File: config.mk
export PLATFORM = sky130hd
export DESIGN_NAME = video_pixel_out
export DESIGN_NICKNAME = d
export VERILOG_FILES = /design/src/rtl/video_pkg.sv /design/src/rtl/video_fifo_sync.sv /design/src/rtl/video_pixel_out.sv
export SDC_FILE = /design/constraint.sdc
export NUM_CORES = 1
export LEC_CHECK = 0
export CAP_MARGIN = 0
export CORE_MARGIN = 3
export CORE_UTILIZATION = 30
export CTS_CLUSTER_DIAMETER = 80
export DETAILED_ROUTE_END_ITERATION = 12
export REMOVE_ABC_BUFFERS = 1
export SLEW_MARGIN = 0
export SYNTH_ARGS = -nofsm -noshare
export SYNTH_HDL_FRONTEND = slang
export SYNTH_SLANG_ARGS = --single-unit
File: constraint.sdc
create_clock -name clk -period 9.35 [get_ports clk]
set_input_delay 1.4025 -clock clk [delete_from_list [all_inputs] [get_ports clk]]
set_output_delay 1.4025 -clock clk [all_outputs]
set_load 0.05 [all_outputs]
File: src/rtl/video_pkg.sv
// video_pkg
// Shared definitions for the pixel output stage: resync state encoding,
// the default colour driven on underflow / sync errors, and the error
// counter ceiling.
package video_pkg;

  typedef enum logic [1:0] {
    ST_WAIT_SOF   = 2'd0,
    ST_WAIT_FRAME = 2'd1,
    ST_RUN        = 2'd2
  } vid_state_e;

  localparam logic [23:0] UNDER_COLOR_DEFAULT = 24'hff00ff;
  localparam logic [7:0]  ERR_CNT_MAX         = 8'hff;

endpackage

File: src/rtl/video_fifo_sync.sv
// video_fifo_sync
// Synchronous FIFO, depth 2**AW, with a pointer flush.
// Ports:
//   clk, rst_n      clock, asynchronous active-low reset
//   flush           returns both pointers to zero (FIFO empty)
//   push, wr_dat    write a word (ignored when full)
//   pop             advance the read pointer (ignored when empty)
//   rd_dat          current head word (valid when !empty)
//   full, empty     occupancy flags
module video_fifo_sync #(
  parameter int DW = 25,
  parameter int AW = 4
) (
  input  logic          clk,
  input  logic          rst_n,
  input  logic          flush,
  input  logic          push,
  input  logic [DW-1:0] wr_dat,
  input  logic          pop,
  output logic [DW-1:0] rd_dat,
  output logic          full,
  output logic          empty
);

  logic [DW-1:0] mem [0:(1<<AW)-1];
  logic [AW:0]   wr_ptr;
  logic [AW:0]   rd_ptr;

  // Extra pointer MSB distinguishes full from empty when the indices match.
  assign empty  = (wr_ptr == rd_ptr);
  assign full   = (wr_ptr == {~rd_ptr[AW], rd_ptr[AW-1:0]});
  // The head is read straight from the array; a word written at an edge is
  // only visible after that edge, so there is no fall-through.
  assign rd_dat = mem[rd_ptr[AW-1:0]];

  always_ff @(posedge clk or negedge rst_n) begin
    if (!rst_n) begin
      wr_ptr <= '0;
      rd_ptr <= '0;
    end else if (flush) begin
      wr_ptr <= '0;
      rd_ptr <= '0;
    end else begin
      if (push && !full)  wr_ptr <= wr_ptr + (AW+1)'(1);
      if (pop  && !empty) rd_ptr <= rd_ptr + (AW+1)'(1);
    end
  end

  always_ff @(posedge clk) begin
    if (push && !full && !flush) mem[wr_ptr[AW-1:0]] <= wr_dat;
  end

endmodule

File: src/rtl/video_pixel_out.sv
// video_pixel_out
// Final video output stage behind video_sync_gen. Buffers the pixel stream
// in a prefetch FIFO, locks it to the sync generator's frame start, and
// drives the registered DE/HS/VS/RGB bus one clk_en tick behind the sync
// inputs. Underflow and frame misalignment are flagged and recovered from
// at the next frame start.
// Ports:
//   clk, rst_n                 clock, asynchronous active-low reset
//   clk_en                     pixel clock enable
//   en                         block enable (low: flush, resync, blank DE)
//   active, blank, a_start     sync generator timing
//   h_sync, v_sync             sync generator syncs (polarity applied)
//   pix_dat, pix_sof, pix_vld  pixel stream in
//   pix_rdy                    pixel stream ready
//   vid_dat, vid_de            output pixel and data enable
//   vid_hs, vid_vs             output syncs
//   underflow                  sticky underflow / sync error flag
//   clr                        clears underflow and err_cnt
//   err_cnt                    saturating frame sync error count
module video_pixel_out
  import video_pkg::*;
#(
  parameter int          DW          = 24,
  parameter int          AW          = 4,
  parameter logic [DW-1:0] UNDER_COLOR = DW'(UNDER_COLOR_DEFAULT)
) (
  input  logic          clk,
  input  logic          rst_n,
  input  logic          clk_en,
  input  logic          en,
  input  logic          active,
  input  logic          blank,
  input  logic          a_start,
  input  logic          h_sync,
  input  logic          v_sync,
  input  logic [DW-1:0] pix_dat,
  input  logic          pix_sof,
  input  logic          pix_vld,
  output logic          pix_rdy,
  output logic [DW-1:0] vid_dat,
  output logic          vid_de,
  output logic          vid_hs,
  output logic          vid_vs,
  output logic          underflow,
  input  logic          clr,
  output logic [7:0]    err_cnt
);

  vid_state_e  state;
  logic        fifo_full;
  logic        fifo_empty;
  logic        fifo_push;
  logic        fifo_pop;
  logic [DW:0] fifo_head;
  logic        head_sof;
  logic [DW-1:0] head_dat;
  logic        pix_tick;
  logic        uf_evt;
  logic        err_evt;

  // blank is the complement of active from the sync generator; only active
  // is needed to qualify pixel slots.
  logic unused_blank;
  assign unused_blank = blank;

  assign head_sof = fifo_head[DW];
  assign head_dat = fifo_head[DW-1:0];

  // Gated with rst_n so the stream sees "not ready" while held in reset.
  assign pix_rdy   = rst_n && en && !fifo_full;
  assign fifo_push = pix_vld && pix_rdy;

  // One active pixel slot of the sync generator.
  assign pix_tick = clk_en && en && active;

  // In RUN the stream is in step exactly when a_start and the head's sof
  // flag agree; any disagreement is a sync error.
  always_comb begin
    fifo_pop = 1'b0;
    uf_evt   = 1'b0;
    err_evt  = 1'b0;
    if (pix_tick) begin
      case (state)
        ST_WAIT_SOF:   fifo_pop = !fifo_empty && !head_sof;
        ST_WAIT_FRAME: fifo_pop = !fifo_empty && a_start;
        ST_RUN: begin
          if (fifo_empty) begin
            uf_evt = 1'b1;
          end else if (a_start == head_sof) begin
            fifo_pop = 1'b1;
          end else begin
            uf_evt  = 1'b1;
            err_evt = 1'b1;
          end
        end
        default: fifo_pop = 1'b0;
      endcase
    end
  end

  video_fifo_sync #(
    .DW (DW+1),
    .AW (AW)
  ) u_fifo (
    .clk    (clk),
    .rst_n  (rst_n),
    .flush  (!en),
    .push   (fifo_push),
    .wr_dat ({pix_sof, pix_dat}),
    .pop    (fifo_pop),
    .rd_dat (fifo_head),
    .full   (fifo_full),
    .empty  (fifo_empty)
  );

  // Resync FSM, output registers and status. Video outputs move only on
  // clk_en; status reacts on the same edge as the event that caused it.
  always_ff @(posedge clk or negedge rst_n) begin
    if (!rst_n) begin
      state     <= ST_WAIT_SOF;
      vid_dat   <= '0;
      vid_de    <= 1'b0;
      vid_hs    <= 1'b0;
      vid_vs    <= 1'b0;
      underflow <= 1'b0;
      err_cnt   <= '0;
    end else begin
      if (!en) begin
        state <= ST_WAIT_SOF;
      end else if (clk_en) begin
        case (state)
          ST_WAIT_SOF:   if (!fifo_empty && head_sof) state <= ST_WAIT_FRAME;
          ST_WAIT_FRAME: if (fifo_pop) state <= ST_RUN;
          ST_RUN:        if (err_evt) state <= a_start ? ST_WAIT_SOF : ST_WAIT_FRAME;
          default:       state <= ST_WAIT_SOF;
        endcase
      end

      if (clk_en) begin
        vid_de <= active && en;
        vid_hs <= h_sync;
        vid_vs <= v_sync;
        if (!(active && en))
          vid_dat <= '0;
        else if (fifo_pop && state != ST_WAIT_SOF)
          vid_dat <= head_dat;
        else
          vid_dat <= UNDER_COLOR;
      end

      if (clr) begin
        underflow <= 1'b0;
        err_cnt   <= '0;
      end else begin
        if (uf_evt) underflow <= 1'b1;
        if (err_evt && err_cnt != ERR_CNT_MAX) err_cnt <= err_cnt + 8'd1;
      end
    end
  end

endmodule
==> metrics.md <==
| Metric | Value |
|---|---|
| Number of H-tree levels | 2 |
| EDFF count, synth | 400 |
| CP Data Arrival Time | between 3000 and 4000 ps |
| Crit Path Category | in2out |
| Least-Margin Pin Slew | about 1200 ps |
| Core area | about 0.058 mm² |
| # rows | 88 |
| Boundary Pins | 73 |
| CP max FO | 12 |
| CP max stage cell | clkdlybuf4s50_1 |
| Tot Pwr | between 4 and 5 mW |
| Synth unique cells | 57 |
| Synthesized flop and latch total | 448 |
| Starting Density | 30.52% |
| Ys async rst share | between 10% and 20% |
| First-pass GRT wire length | 60000 µm |
| Die width | roughly 250 µm |
| Port Buf Inserts | 71 |
| Layout Skew | ~19 ps |
| Clock buffer count from CTS | 47 |
| Yosys top cell by area | edfxtp_1 |
| # DRC | 0 |
| Wirelength per Cell | roughly 23 µm |
| Fraction of layout instances using a drive strength above 1 | a little under a quarter |
| Final Routed Wirelength | just over 40000 µm |
| CTS tree | built |
| DR pass1 iterations | 5 |
| Crit. End Element | output pin |
| Via density | roughly 5.0 |
| Slew Viols, Final | 0 |
| Post-synth top area share | about two thirds |
| Die Ht | around 250 µm |
| Initial DRC count | 827 |
| Worst path max stage delay | approximately 840 ps |
| Initial antenna violation count | 2 |
| P_leak | roughly 6.5 nW |
| Type of origin of the critical path | primary input |
| GPL Wtd Cong | 0.7312 |
| Fin crit period | about 4700 ps |
| Setup Buffers After CTS | 0 |
| Routed Antenna Nets | 0 |
| Max clock buf depth | 3 |
| Cell mode on critical path | clkdlybuf4s50_1 |
| CTS Sinks | between 400 and 500 |
| Vias in the first global route | between 8k and 9k |
| CP required | around 8000 ps |
| Clk root buf | clkbuf_16 |
| Maximum vdd drop | 0.1534 mV |
| Post-CTS Resized | 0 |
| Seq/Total Area, Yosys | between 70% and 80% |
| Post-Route Setup TNS | 0 ps |
| Worst-path cell chain | clkdlybuf4s50_1 -> nand2_1 -> nor2_1 -> clkdlybuf4s50_1 |
| Max-cap violation count | 0 |
| Family with the most delay on the worst path | buffers and inverters |
| Final setup viols | 0 |
| Tcrit/Tclk final | about half |
| Worst skew pair latency | roughly 570 ps |
| Top_reg_cell synth | edfxtp_1 |
| Area grow syn2layout | 17.68% |
| Hold buffers post-CTS | 0 |
| Outcome | complete, no violations |
| Post-synthesis average cell area | roughly 20 µm² |
| Class of the worst hold path | reg2reg |
| Worst path buffer plus inverter count | 2 |
| Vias | between 8k and 9k |
| Cell area after synthesis | between 0.015 and 0.02 mm² |
| Synthesis warning total | 0 |
| Die area | slightly above 0.06 mm² |
| F_max | about 210 MHz |
| Cell area power density | 196.8 mW/mm² |
| Synthesized instance count | 864 |
| Fin nets | 994 |
| Hold Vio Cnt, Final | 0 |
| Dominant cells by area after synthesis | edfxtp_1 68%, mux4_2 13%, dfrtp_1 6.8%, mux2i_1 2.2%, o221ai_1 0.79% |
| Unrepaired setup endpoints after global routing | false |
| Clock transition at the registers of the reported paths | approximately 60 ps |
| Total gr overflow | 0 |
| Worst slew margin | 18.25% |
| Largest net degree at the start of global routing | between 100 and 150 |
| Total GRT Usage | between 10% and 20% |
| Post-detail-place hpwl | between 20000 and 25000 µm |
[cells in the mapped netlist (2+ instances only)]
master and instances:
buf_1 11, nor4_1 4, nand2b_1 2, nand2_1 22
ha_1 6, nor3_1 4, and3_1 12, a32o_1 8
nand3_1 5, xnor2_1 6, o2111ai_1 4, nor2_1 20
o211ai_1 3, mux2_2 2, a21oi_1 13, nand4_1 2
o221ai_1 16, o2bb2ai_1 16, mux2_1 5, xor2_1 3
clkbuf_1 31, mux4_2 101, dfrtp_1 48, mux2i_1 39
o21ai_0 3, o22ai_1 8, o41ai_1 2, inv_1 11
nor2b_1 8, a211oi_1 6, a211oi_2 10, buf_2 6
or4_1 2, edfxtp_1 400, o31ai_1 3
[where the power goes]
part | internal (mW) | switching (mW)
clock network | 1.00 | 0.757
logic | 0.0486 | 0.0911
registers | 2.19 | 0.00770
[metal layers]
metal  global-route usage (%)  wire, µm  vias to the layer above
li1                         -         -                     3791
met1                    18.53     18650                     4755
met2                    20.16     19090                      223
met3                    2.673      2270                       43
met4                    3.168       541                        2
met5                        0        16                        -
[cells in the final DEF, fill, tap and decap left out, types with 3 or more instances in the layout]
cell and instances:
and3_1 7, o2111ai_1 4, clkbuf_16 49, o211ai_1 3, xnor2_1 6, nor2_1 16, a211oi_1 6, nor2_4 4
dfrtp_1 46, and3_2 5, ha_1 6, nand3_1 5, nor2b_1 7, o31ai_1 3, clkinv_1 4, buf_4 18
a211oi_2 10, o2bb2ai_1 16, a32o_1 8, mux4_2 101, clkbuf_1 12, mux2i_1 39, clkinv_2 14, o22ai_1 8
a21oi_1 13, o21ai_0 3, nor3_2 4, clkdlybuf4s50_1 70, inv_1 11, o221ai_1 16, clkinvlp_4 3, nor4_1 4
nand2_1 22, xor2_1 3, edfxtp_1 400, mux2_1 5
[per-stage QoR]
step / hold slack [ps] / cell area, µm² / instances / worst slack (ps) / util [%]
global route: 513.5 / 20840 / 1755 / 4513 / 35.91
CTS: 498.0 / 20840 / 1755 / 4627 / 35.91
global placement: 464.2 / 19370 / 1668 / 4531 / 33.38
detailed placement: 476.9 / 19370 / 1668 / 4379 / 33.38
floorplan: 503.8 / 17480 / 813 / 2013 / -
finish: 491.0 / 20840 / 1756 / 4634 / 35.91
[area by class of cell]
cell class | instances | area, µm²
clock buffer | 62 | 1285
multi-input combinational | 353 | 4288
inverter | 12 | 45.04
antenna | 1 | 2.502
tap | 765 | 957.2
timing repair buffer | 90 | 860.8
clock inverter | 25 | 180.2
sequential | 448 | 13220
fill | 5323 | 37190
[flip-flops by register name (all words and copies together), names as in the netlist]
name / count
vid_hs: 1
u_fifo.mem: 400
underflow: 1
vid_de: 1
vid_dat: 24
u_fifo.wr_ptr: 5
vid_vs: 1
state: 2
err_cnt: 8
u_fifo.rd_ptr: 5
[final timing paths]
kind | endpoint | slack (ps) | startpoint | cells after the start
max in group asynchronous | u_fifo.rd_ptr[0] | 7780 | rst_n | 2
setup / recovery | pix_rdy | 4630 | en | 4
hold reg to reg | vid_de | 490 | vid_de | 1
hold / removal | vid_de | 490 | vid_de | 1
setup reg to reg | vid_dat[15] | 4870 | u_fifo.rd_ptr[1] | 6
min in group asynchronous | u_fifo.wr_ptr[3] | 1000 | rst_n | 2
[kinds of logic after synthesis]
kind of cell / Yosys count / share of synthesized area (%)
fa+ha+maj: 6 / 0.4239
flops: 448 / 74.61
simple gates: 89 / 2.586
xor+xnor: 10 / 0.5370
compound gates: 99 / 4.600
mux: 149 / 15.71
buf+inv: 63 / 1.533
No activity file was read; power rests on OpenSTA's default activity.
